**src/rtl/aes_mode_ctrl_pkg.sv**
```systemverilog
// aes_mode_ctrl_pkg: shared constants, mode and FSM encodings for the AES mode controller
package aes_mode_ctrl_pkg;

    localparam int BLK_W = 128;

    typedef enum logic [2:0] {
        MODE_ECB_E = 3'd0,
        MODE_ECB_D = 3'd1,
        MODE_CBC_E = 3'd2,
        MODE_CBC_D = 3'd3,
        MODE_CTR   = 3'd4
    } mode_e;

    typedef enum logic [2:0] {
        S_IDLE = 3'd0,
        S_KEY  = 3'd1,
        S_LOAD = 3'd2,
        S_WAIT = 3'd3,
        S_OUT  = 3'd4
    } state_e;

    function automatic logic mode_ok(logic [2:0] m);
        return m <= 3'd4;
    endfunction

    function automatic logic mode_dec(mode_e m);
        return m == MODE_ECB_D || m == MODE_CBC_D;
    endfunction

endpackage

```
**src/rtl/aes_mode_ctrl_blk_fifo.sv**
```systemverilog
// aes_blk_fifo: 128-bit block FIFO with full/empty/count, pushes while full are dropped
module aes_blk_fifo
    import aes_mode_ctrl_pkg::*;
#(
    parameter int DEPTH = 4
) (
    input  logic                   clk,
    input  logic                   rst_n,
    input  logic                   push,
    input  logic                   pop,
    input  logic [BLK_W-1:0]       din,
    output logic [BLK_W-1:0]       head,
    output logic                   full,
    output logic                   empty,
    output logic [$clog2(DEPTH):0] count
);

    localparam int AW = $clog2(DEPTH);
    localparam int CW = AW + 1;

    logic [BLK_W-1:0] mem [DEPTH];
    logic [AW-1:0]    wp;
    logic [AW-1:0]    rp;
    logic             do_push;
    logic             do_pop;

    assign full    = count == CW'(DEPTH);
    assign empty   = count == '0;
    assign do_push = push && !full;
    assign do_pop  = pop && !empty;
    assign head    = mem[rp];

    // Pointers and occupancy; power-of-two depth lets the pointers wrap naturally
    always_ff @(posedge clk or negedge rst_n) begin
        if (!rst_n) begin
            wp    <= '0;
            rp    <= '0;
            count <= '0;
        end else begin
            wp    <= do_push ? wp + AW'(1) : wp;
            rp    <= do_pop ? rp + AW'(1) : rp;
            count <= count + CW'(do_push) - CW'(do_pop);
        end
    end

    // Storage array, written only on an accepted push
    always_ff @(posedge clk) begin
        if (do_push) mem[wp] <= din;
    end

endmodule

```
**src/rtl/aes_mode_ctrl.sv**
```systemverilog
// aes_mode_ctrl: ECB/CBC/CTR block-mode sequencer around external AES encrypt/decrypt cores
module aes_mode_ctrl
    import aes_mode_ctrl_pkg::*;
#(
    parameter int DEPTH = 4,
    parameter int CTR_W = 32
) (
    input  logic             CLK,
    input  logic             RSTn,
    input  logic [2:0]       Mode,
    input  logic [BLK_W-1:0] Key,
    input  logic             Krdy,
    input  logic [BLK_W-1:0] IV,
    input  logic             IVrdy,
    input  logic [BLK_W-1:0] Din,
    input  logic             Drdy,
    output logic [BLK_W-1:0] Dout,
    output logic             Dvld,
    output logic             Dfull,
    output logic             BSY,
    output logic             ERR,
    output logic [BLK_W-1:0] C_Din,
    output logic [BLK_W-1:0] C_Key,
    output logic             C_Drdy,
    output logic             C_Krdy,
    output logic             C_EN,
    output logic             C_DEC,
    input  logic [BLK_W-1:0] C_Dout,
    input  logic             C_BSY,
    input  logic             C_Dvld
);

    localparam logic [BLK_W-1:0] CTR_MASK = (BLK_W'(1) << CTR_W) - BLK_W'(1);

    state_e                  state;
    state_e                  state_nx;
    mode_e                   mode_q;
    logic                    key_vld;
    logic [BLK_W-1:0]        ch;
    logic [BLK_W-1:0]        h;
    logic [BLK_W-1:0]        dout_q;
    logic [BLK_W-1:0]        din_q;
    logic [BLK_W-1:0]        key_q;
    logic                    dvld_q;
    logic                    err_q;
    logic                    drdy_q;
    logic                    krdy_q;
    logic                    en_q;
    logic [BLK_W-1:0]        f_head;
    logic                    f_full;
    logic                    f_empty;
    logic [$clog2(DEPTH):0]  f_count;
    logic                    key_go;
    logic                    blk_go;
    logic                    res_go;
    logic                    err_set;
    logic [BLK_W-1:0]        core_in;
    logic [BLK_W-1:0]        res;
    logic [BLK_W-1:0]        ch_upd;

    aes_blk_fifo #(.DEPTH(DEPTH)) u_fifo (
        .clk   (CLK),
        .rst_n (RSTn),
        .push  (Drdy),
        .pop   (blk_go),
        .din   (Din),
        .head  (f_head),
        .full  (f_full),
        .empty (f_empty),
        .count (f_count)
    );

    assign Dout   = dout_q;
    assign Dvld   = dvld_q;
    assign Dfull  = f_full;
    assign BSY    = state != S_IDLE || f_count != '0;
    assign ERR    = err_q;
    assign C_Din  = din_q;
    assign C_Key  = key_q;
    assign C_Drdy = drdy_q;
    assign C_Krdy = krdy_q;
    assign C_EN   = en_q;
    assign C_DEC  = mode_dec(mode_q);

    // Start conditions, error detection and the mode-dependent data paths
    always_comb begin
        key_go  = state == S_IDLE && Krdy && mode_ok(Mode);
        blk_go  = state == S_IDLE && !Krdy && key_vld && !f_empty;
        res_go  = state == S_WAIT && C_Dvld;
        err_set = (Krdy && (state != S_IDLE || !mode_ok(Mode)))
                || (IVrdy && state != S_IDLE)
                || (Drdy && f_full);
        core_in = mode_q == MODE_CBC_E ? f_head ^ ch :
                  mode_q == MODE_CTR   ? ch : f_head;
        res     = mode_q == MODE_CBC_D ? C_Dout ^ ch :
                  mode_q == MODE_CTR   ? C_Dout ^ h : C_Dout;
        ch_upd  = mode_q == MODE_CBC_E ? C_Dout :
                  mode_q == MODE_CBC_D ? h :
                  mode_q == MODE_CTR   ? (ch & ~CTR_MASK) | ((ch + BLK_W'(1)) & CTR_MASK) : ch;
    end

    // FSM state register
    always_ff @(posedge CLK or negedge RSTn) begin
        if (!RSTn) state <= S_IDLE;
        else       state <= state_nx;
    end

    // FSM next state; KEY ignores C_BSY while the key strobe is still out
    always_comb begin
        state_nx = state;
        case (state)
            S_IDLE:  state_nx = key_go ? S_KEY : blk_go ? S_LOAD : S_IDLE;
            S_KEY:   state_nx = (!krdy_q && !C_BSY) ? S_IDLE : S_KEY;
            S_LOAD:  state_nx = S_WAIT;
            S_WAIT:  state_nx = C_Dvld ? S_OUT : S_WAIT;
            S_OUT:   state_nx = S_IDLE;
            default: state_nx = S_IDLE;
        endcase
    end

    // Registered core strobes, key/mode, chain value, result and error flag
    always_ff @(posedge CLK or negedge RSTn) begin
        if (!RSTn) begin
            mode_q  <= MODE_ECB_E;
            key_vld <= 1'b0;
            key_q   <= '0;
            krdy_q  <= 1'b0;
            drdy_q  <= 1'b0;
            din_q   <= '0;
            h       <= '0;
            ch      <= '0;
            dout_q  <= '0;
            dvld_q  <= 1'b0;
            err_q   <= 1'b0;
            en_q    <= 1'b0;
        end else begin
            en_q    <= 1'b1;
            krdy_q  <= key_go;
            drdy_q  <= blk_go;
            dvld_q  <= res_go;
            err_q   <= err_q | err_set;
            if (key_go) begin
                mode_q  <= mode_e'(Mode);
                key_q   <= Key;
                key_vld <= 1'b1;
            end
            if (blk_go) begin
                h     <= f_head;
                din_q <= core_in;
            end
            if (res_go) begin
                dout_q <= res;
                ch     <= ch_upd;
            end else if (state == S_IDLE && IVrdy) begin
                ch <= IV;
            end
        end
    end

endmodule

```
**config.mk**
```make
export PLATFORM = sky130hd
export DESIGN_NAME = aes_mode_ctrl
export DESIGN_NICKNAME = d
export VERILOG_FILES = /design/src/rtl/aes_mode_ctrl_pkg.sv /design/src/rtl/aes_mode_ctrl_blk_fifo.sv /design/src/rtl/aes_mode_ctrl.sv
export SDC_FILE = /design/constraint.sdc
export NUM_CORES = 2
export LEC_CHECK = 0
export BUFFER_PORTS_ARGS = -buffer_cell sky130_fd_sc_hd__buf_2
export CORE_AREA = 2 2 351 353
export CTS_CLUSTER_DIAMETER = 200
export DETAILED_ROUTE_END_ITERATION = 12
export DIE_AREA = 0 0 353 355
export GPL_ROUTABILITY_DRIVEN = 0
export PLACE_DENSITY_LB_ADDON = 0.2
export SKIP_CTS_REPAIR_TIMING = 1
export SYNTH_ARGS = -nofsm -noshare
export SYNTH_HDL_FRONTEND = slang
export SYNTH_HIERARCHICAL = 1
export SYNTH_SLANG_ARGS = --single-unit
export TNS_END_PERCENT = 50
```
**constraint.sdc**
```tcl
create_clock -name CLK -period 13.7 [get_ports CLK]
set_clock_uncertainty 0.15 [all_clocks]
set_input_delay 0 -clock CLK [delete_from_list [all_inputs] [get_ports CLK]]
set_output_delay 0 -clock CLK [all_outputs]
set_load 0.02 [all_outputs]
```
==> flow_results.org <==
** Run status
- Outcome :: finished, violations left
- Violated checks :: negative hold slack

** Min path
- The tightest min-delay check is of the in -> reg type.

** Synth
- Yosys warnings :: 6
- The synthesized netlist devotes 2.46% of its cell area to XOR and XNOR gates.
- Multiplexer share of the synthesized area :: 6.00%
- Adder-Cell Fraction of Synth Area :: 0.212%
- Share of flip-flops with an asynchronous set or reset after synthesis :: 56.2%
- The synthesized design contains 512 enable-type register cells.
- Area share of and/or/nand/nor cells after synthesis :: 10.3%
- Share of the yosys chip area belonging to registers :: 62.6%
- Synthesis handed over a netlist of 4303 instances.
- Combinational family with the most area after synthesis :: compound AO/OA/AOI/OAI gates
- Distinct cell type count of the synthesized netlist :: 70
- Among all flip-flop cells after synthesis, the most frequent one is sky130_fd_sc_hd__dfrtp_1.
- The cell area that synthesis handed to floorplanning was 0.0508 mm².
- Compound-gate portion of the synthesized area :: 15.2%
- In this run, synthesis produced a sequential element count of 1170.
- Synthesized net count :: 4833
- Post-synthesis average cell area :: 11.8 µm²

** STA
- Derived from the worst setup path, the maximum achievable clock frequency is 219 MHz.
- Setup violations remaining at the end of the flow were counted as 0.
- Headroom to the max-slew limit :: 5.91%
- The number of endpoints with negative hold slack in the final report came to 26.
- Actual transition at the worst max-transition pin :: 1.41 ns
- Setup repair after global routing left no endpoint under its margin.
- Adding up every negative setup slack in the final design gives 0 ns.
- The total count of max-transition violations in the final report came to 0.
- Final hold analysis gives a worst-case slack of -0.0452 ns.
- Shortest clock period the worst path allows after layout :: 4.57 ns
- Period utilisation layout :: 33.3%

** Power
- PD cells :: 217 mW/mm²
- The analysis attributes to cell leakage a power of 30.7 nW.
- Max IR drop VDD :: 165 µV

** Floorplanning
- Measured along the x axis, the die boundary spans 353 µm.
- For this configuration, the core starts out at a cell density of 41.9%.
- Pin placement for this block handled 914 I/O pins.
- After floorplanning, the core was divided into 128 placement rows.
- Die extent in y :: 355 µm
- Die Footprint :: 0.125 mm²
- The core region is 0.121 mm².

** Setup path
- Critical path type :: reg -> reg
- Sort of element at the start of the critical path :: flip-flop
- In this run the worst path has a maximum fanout of 176.
- Critical path capture point type :: flip-flop
- At the worst endpoint, the required time is 14.23 ns.
- At the worst endpoint, the arrival time is 5.10 ns.

** Run
- Number of maximum-capacitance constraint violations :: 0

** Finish
- Post-layout instance area :: 0.0706 mm²
- Count of non-filler cells in the finished layout :: 7806
- The final layout contains 6573 nets.
- From synthesis to final layout, the design area changed by 38.9%.
- At the end of the flow the core is filled with cells to 58.2%.
- Layout cells sized above 1 :: 21.4%

** Route
- After detailed routing, the total wire length is 188000 µm.
- In the routed design, unresolved DRC markers number 0.
- Drt via density :: 5.56
- After the first detailed-routing iteration, the DRC count stood at 4523.
- In this run the remaining antenna-violating nets after routing total 0.
- Routed wire length per instance :: 24.1 µm
- The routed layout has 43393 vias.
- Pre-antenna DRT Iters :: 6

** Global routing
- Number of global-route vias before repair :: 36935
- Total gr overflow :: 0
- Entering global routing, the biggest net connects 178 pins.
- The initial antenna violation count was 45.
- GRT Overall Usage :: 26.9%
- Wire length of the first global-routing pass :: 251000 µm

** Place
- DP HPWL :: 115000 µm
- During placement, the flow inserted port buffers numbering 913.
- Total placed instance area :: 0.0565 mm²
- Placed insts :: 6557

** CTS
- TritonCTS Sinks :: 1170
- In this run the deepest clock path goes through 3 buffers.
- Clock tree root buffer cell :: sky130_fd_sc_hd__clkbuf_16
- The clock tree synthesis step divided the H-tree into 4 levels.
- Clock latency on the worst-skew pair, taken at its later pin, is 0.75 ns.
- Counting the buffers created by CTS gives 131.
- Clock-pin slew was measured on the worst setup and hold paths at 0.06 ns.
- TritonCTS built the clock tree.
==> worst max-delay path, stage by stage, from the launching register on <==
cell and delay, ns:
sky130_fd_sc_hd__dfrtp_2 0.96, sky130_fd_sc_hd__and3b_4 0.30, sky130_fd_sc_hd__buf_4 0.63, sky130_fd_sc_hd__buf_12 0.46
sky130_fd_sc_hd__a221o_1 0.27, sky130_fd_sc_hd__o21ai_0 0.08, sky130_fd_sc_hd__dlygate4sd3_1 0.58, sky130_fd_sc_hd__o21ai_0 0.16
sky130_fd_sc_hd__dlygate4sd3_1 0.57
==> synth_stat cells (3+ instances only) <==
| master | number | area [µm²] |
|---|---|---|
| sky130_fd_sc_hd__o21ai_1 | 3 | 15.0 |
| sky130_fd_sc_hd__a32oi_1 | 3 | 26.3 |
| sky130_fd_sc_hd__buf_6 | 10 | 113 |
| sky130_fd_sc_hd__nor2b_1 | 5 | 31.3 |
| sky130_fd_sc_hd__mux2i_1 | 17 | 170 |
| sky130_fd_sc_hd__a21oi_1 | 160 | 801 |
| sky130_fd_sc_hd__buf_2 | 133 | 666 |
| sky130_fd_sc_hd__o31ai_1 | 6 | 45.0 |
| sky130_fd_sc_hd__xnor2_1 | 9 | 78.8 |
| sky130_fd_sc_hd__clkbuf_2 | 3 | 15.0 |
| sky130_fd_sc_hd__a221oi_1 | 10 | 87.6 |
| sky130_fd_sc_hd__o221ai_1 | 4 | 35.0 |
| sky130_fd_sc_hd__a21o_1 | 128 | 961 |
| sky130_fd_sc_hd__edfxtp_1 | 512 | 15400 |
| sky130_fd_sc_hd__o21ai_0 | 475 | 2380 |
| sky130_fd_sc_hd__xor2_1 | 134 | 1170 |
| sky130_fd_sc_hd__nor3_1 | 7 | 35.0 |
| sky130_fd_sc_hd__nand3_1 | 144 | 721 |
| sky130_fd_sc_hd__and3_1 | 5 | 31.3 |
| sky130_fd_sc_hd__nand4_1 | 9 | 56.3 |
| sky130_fd_sc_hd__a31oi_1 | 12 | 75.1 |
| sky130_fd_sc_hd__o22ai_1 | 4 | 25.0 |
| sky130_fd_sc_hd__nand2b_1 | 12 | 75.1 |
| sky130_fd_sc_hd__clkbuf_1 | 177 | 664 |
| sky130_fd_sc_hd__a211oi_1 | 139 | 1040 |
| sky130_fd_sc_hd__and3b_1 | 5 | 43.8 |
| sky130_fd_sc_hd__buf_1 | 5 | 18.8 |
| sky130_fd_sc_hd__nand2_1 | 1041 | 3910 |
| sky130_fd_sc_hd__buf_4 | 9 | 67.6 |
| sky130_fd_sc_hd__ha_1 | 7 | 87.6 |
| sky130_fd_sc_hd__nor2_1 | 30 | 113 |
| sky130_fd_sc_hd__dfrtp_1 | 658 | 16500 |
| sky130_fd_sc_hd__mux4_2 | 128 | 2880 |
| sky130_fd_sc_hd__inv_1 | 12 | 45.0 |
| sky130_fd_sc_hd__and4_1 | 3 | 26.3 |
| sky130_fd_sc_hd__a221o_1 | 101 | 1010 |
| sky130_fd_sc_hd__a22oi_1 | 129 | 968 |
| sky130_fd_sc_hd__o211ai_1 | 6 | 45.0 |
| sky130_fd_sc_hd__and2_1 | 5 | 31.3 |
| sky130_fd_sc_hd__a311o_1 | 3 | 30.0 |
==> power by group <==
group / switching (mW) / total, mW / internal, mW
logic: 3.75 / 5.97 / 2.21
registers: 0.969 / 5.87 / 4.90
clock network: 1.50 / 3.51 / 2.02
==> layout by cell type (no fill, tap or decap), types with 8 or more instances in the layout <==
cell type                       count
sky130_fd_sc_hd__clkinv_1          16
sky130_fd_sc_hd__a221oi_1          10
sky130_fd_sc_hd__a21oi_1          160
sky130_fd_sc_hd__xnor2_1            9
sky130_fd_sc_hd__nand3_1          142
sky130_fd_sc_hd__nor2_1            30
sky130_fd_sc_hd__inv_1             10
sky130_fd_sc_hd__dfrtp_1          655
sky130_fd_sc_hd__buf_2            912
sky130_fd_sc_hd__clkbuf_1          34
sky130_fd_sc_hd__edfxtp_1         512
sky130_fd_sc_hd__nand2_1         1040
sky130_fd_sc_hd__nand4_1            9
sky130_fd_sc_hd__clkbuf_16        133
sky130_fd_sc_hd__mux4_2           128
sky130_fd_sc_hd__diode_2           29
sky130_fd_sc_hd__a211oi_1         139
sky130_fd_sc_hd__a22oi_1          128
sky130_fd_sc_hd__a221o_1          101
sky130_fd_sc_hd__a31oi_1           12
sky130_fd_sc_hd__xor2_1           134
sky130_fd_sc_hd__dlygate4sd3_1    977
sky130_fd_sc_hd__o21ai_0          475
sky130_fd_sc_hd__nand2b_1          12
sky130_fd_sc_hd__inv_6              8
sky130_fd_sc_hd__buf_4             49
sky130_fd_sc_hd__clkinv_2          19
sky130_fd_sc_hd__a21o_1           128
sky130_fd_sc_hd__mux2i_1           17
sky130_fd_sc_hd__clkbuf_8          17
==> cell type report <==
cell class                      count  area (µm²)
Fill cell                        9924       50800
Sequential cell                  1170       31800
Multi-Input combinational cell   2782       17500
Timing Repair Buffer             1945       14900
Clock buffer                      184        3690
Tap cell                         1625        2030
Clock inverter                     58         599
Antenna cell                       29        72.6
Inverter                           13        61.3
==> through the flow <==
step,worst slack [ns],hold slack (ns),total power [mW]
final,9.13,-0.0452,15.4
after global routing,8.97,-0.00760,16.2
after CTS,9.53,-0.890,14.9
after detailed placement,9.54,-0.0695,11.3
after global placement,9.60,-0.0739,11.2
after floorplan,9.30,-0.446,9.34
==> final timing paths <==
path                            start        end  slack (ns)  cells past startpoint
setup / recovery            mode_q[0]     ch[95]        9.13                      8
hold / removal             C_Dout[54]   Dout[54]       -0.05                      4
setup reg to reg            mode_q[0]     ch[95]        9.13                      8
hold reg to reg             C_Din[88]  C_Din[88]        0.32                      1
max in group asynchronous        RSTn     ch[37]       10.57                      6
min in group asynchronous        RSTn     ch[93]        0.31                      4
==> kinds of logic (layout without fill, tap and decap cells) <==
| kind of cell | Yosys count | count (layout) |
|---|---|---|
| xor+xnor | 143 | 143 |
| mux | 145 | 145 |
| fa+ha+maj | 8 | 8 |
| simple gates | 1282 | 1282 |
| other cells | 1 | 30 |
| compound gates | 1203 | 1203 |
| buf+inv | 351 | 2200 |
| flops | 1170 | 1170 |
==> state kept, by name, indices dropped and copies added, names as in the netlist, 3 cells and up <==
name	count
u_fifo/count	3
C_Key	128
u_fifo/mem	512
C_Din	128
h	128
Dout	128
ch	128
mode_q	3
==> per-layer routing <==
metal  track usage, %  wire, µm
met1             36.1     74800
met2             43.2     90700
met3             7.26     15900
met4             7.76      6170
met5                0       219
(Power assumes the default switching activity.)
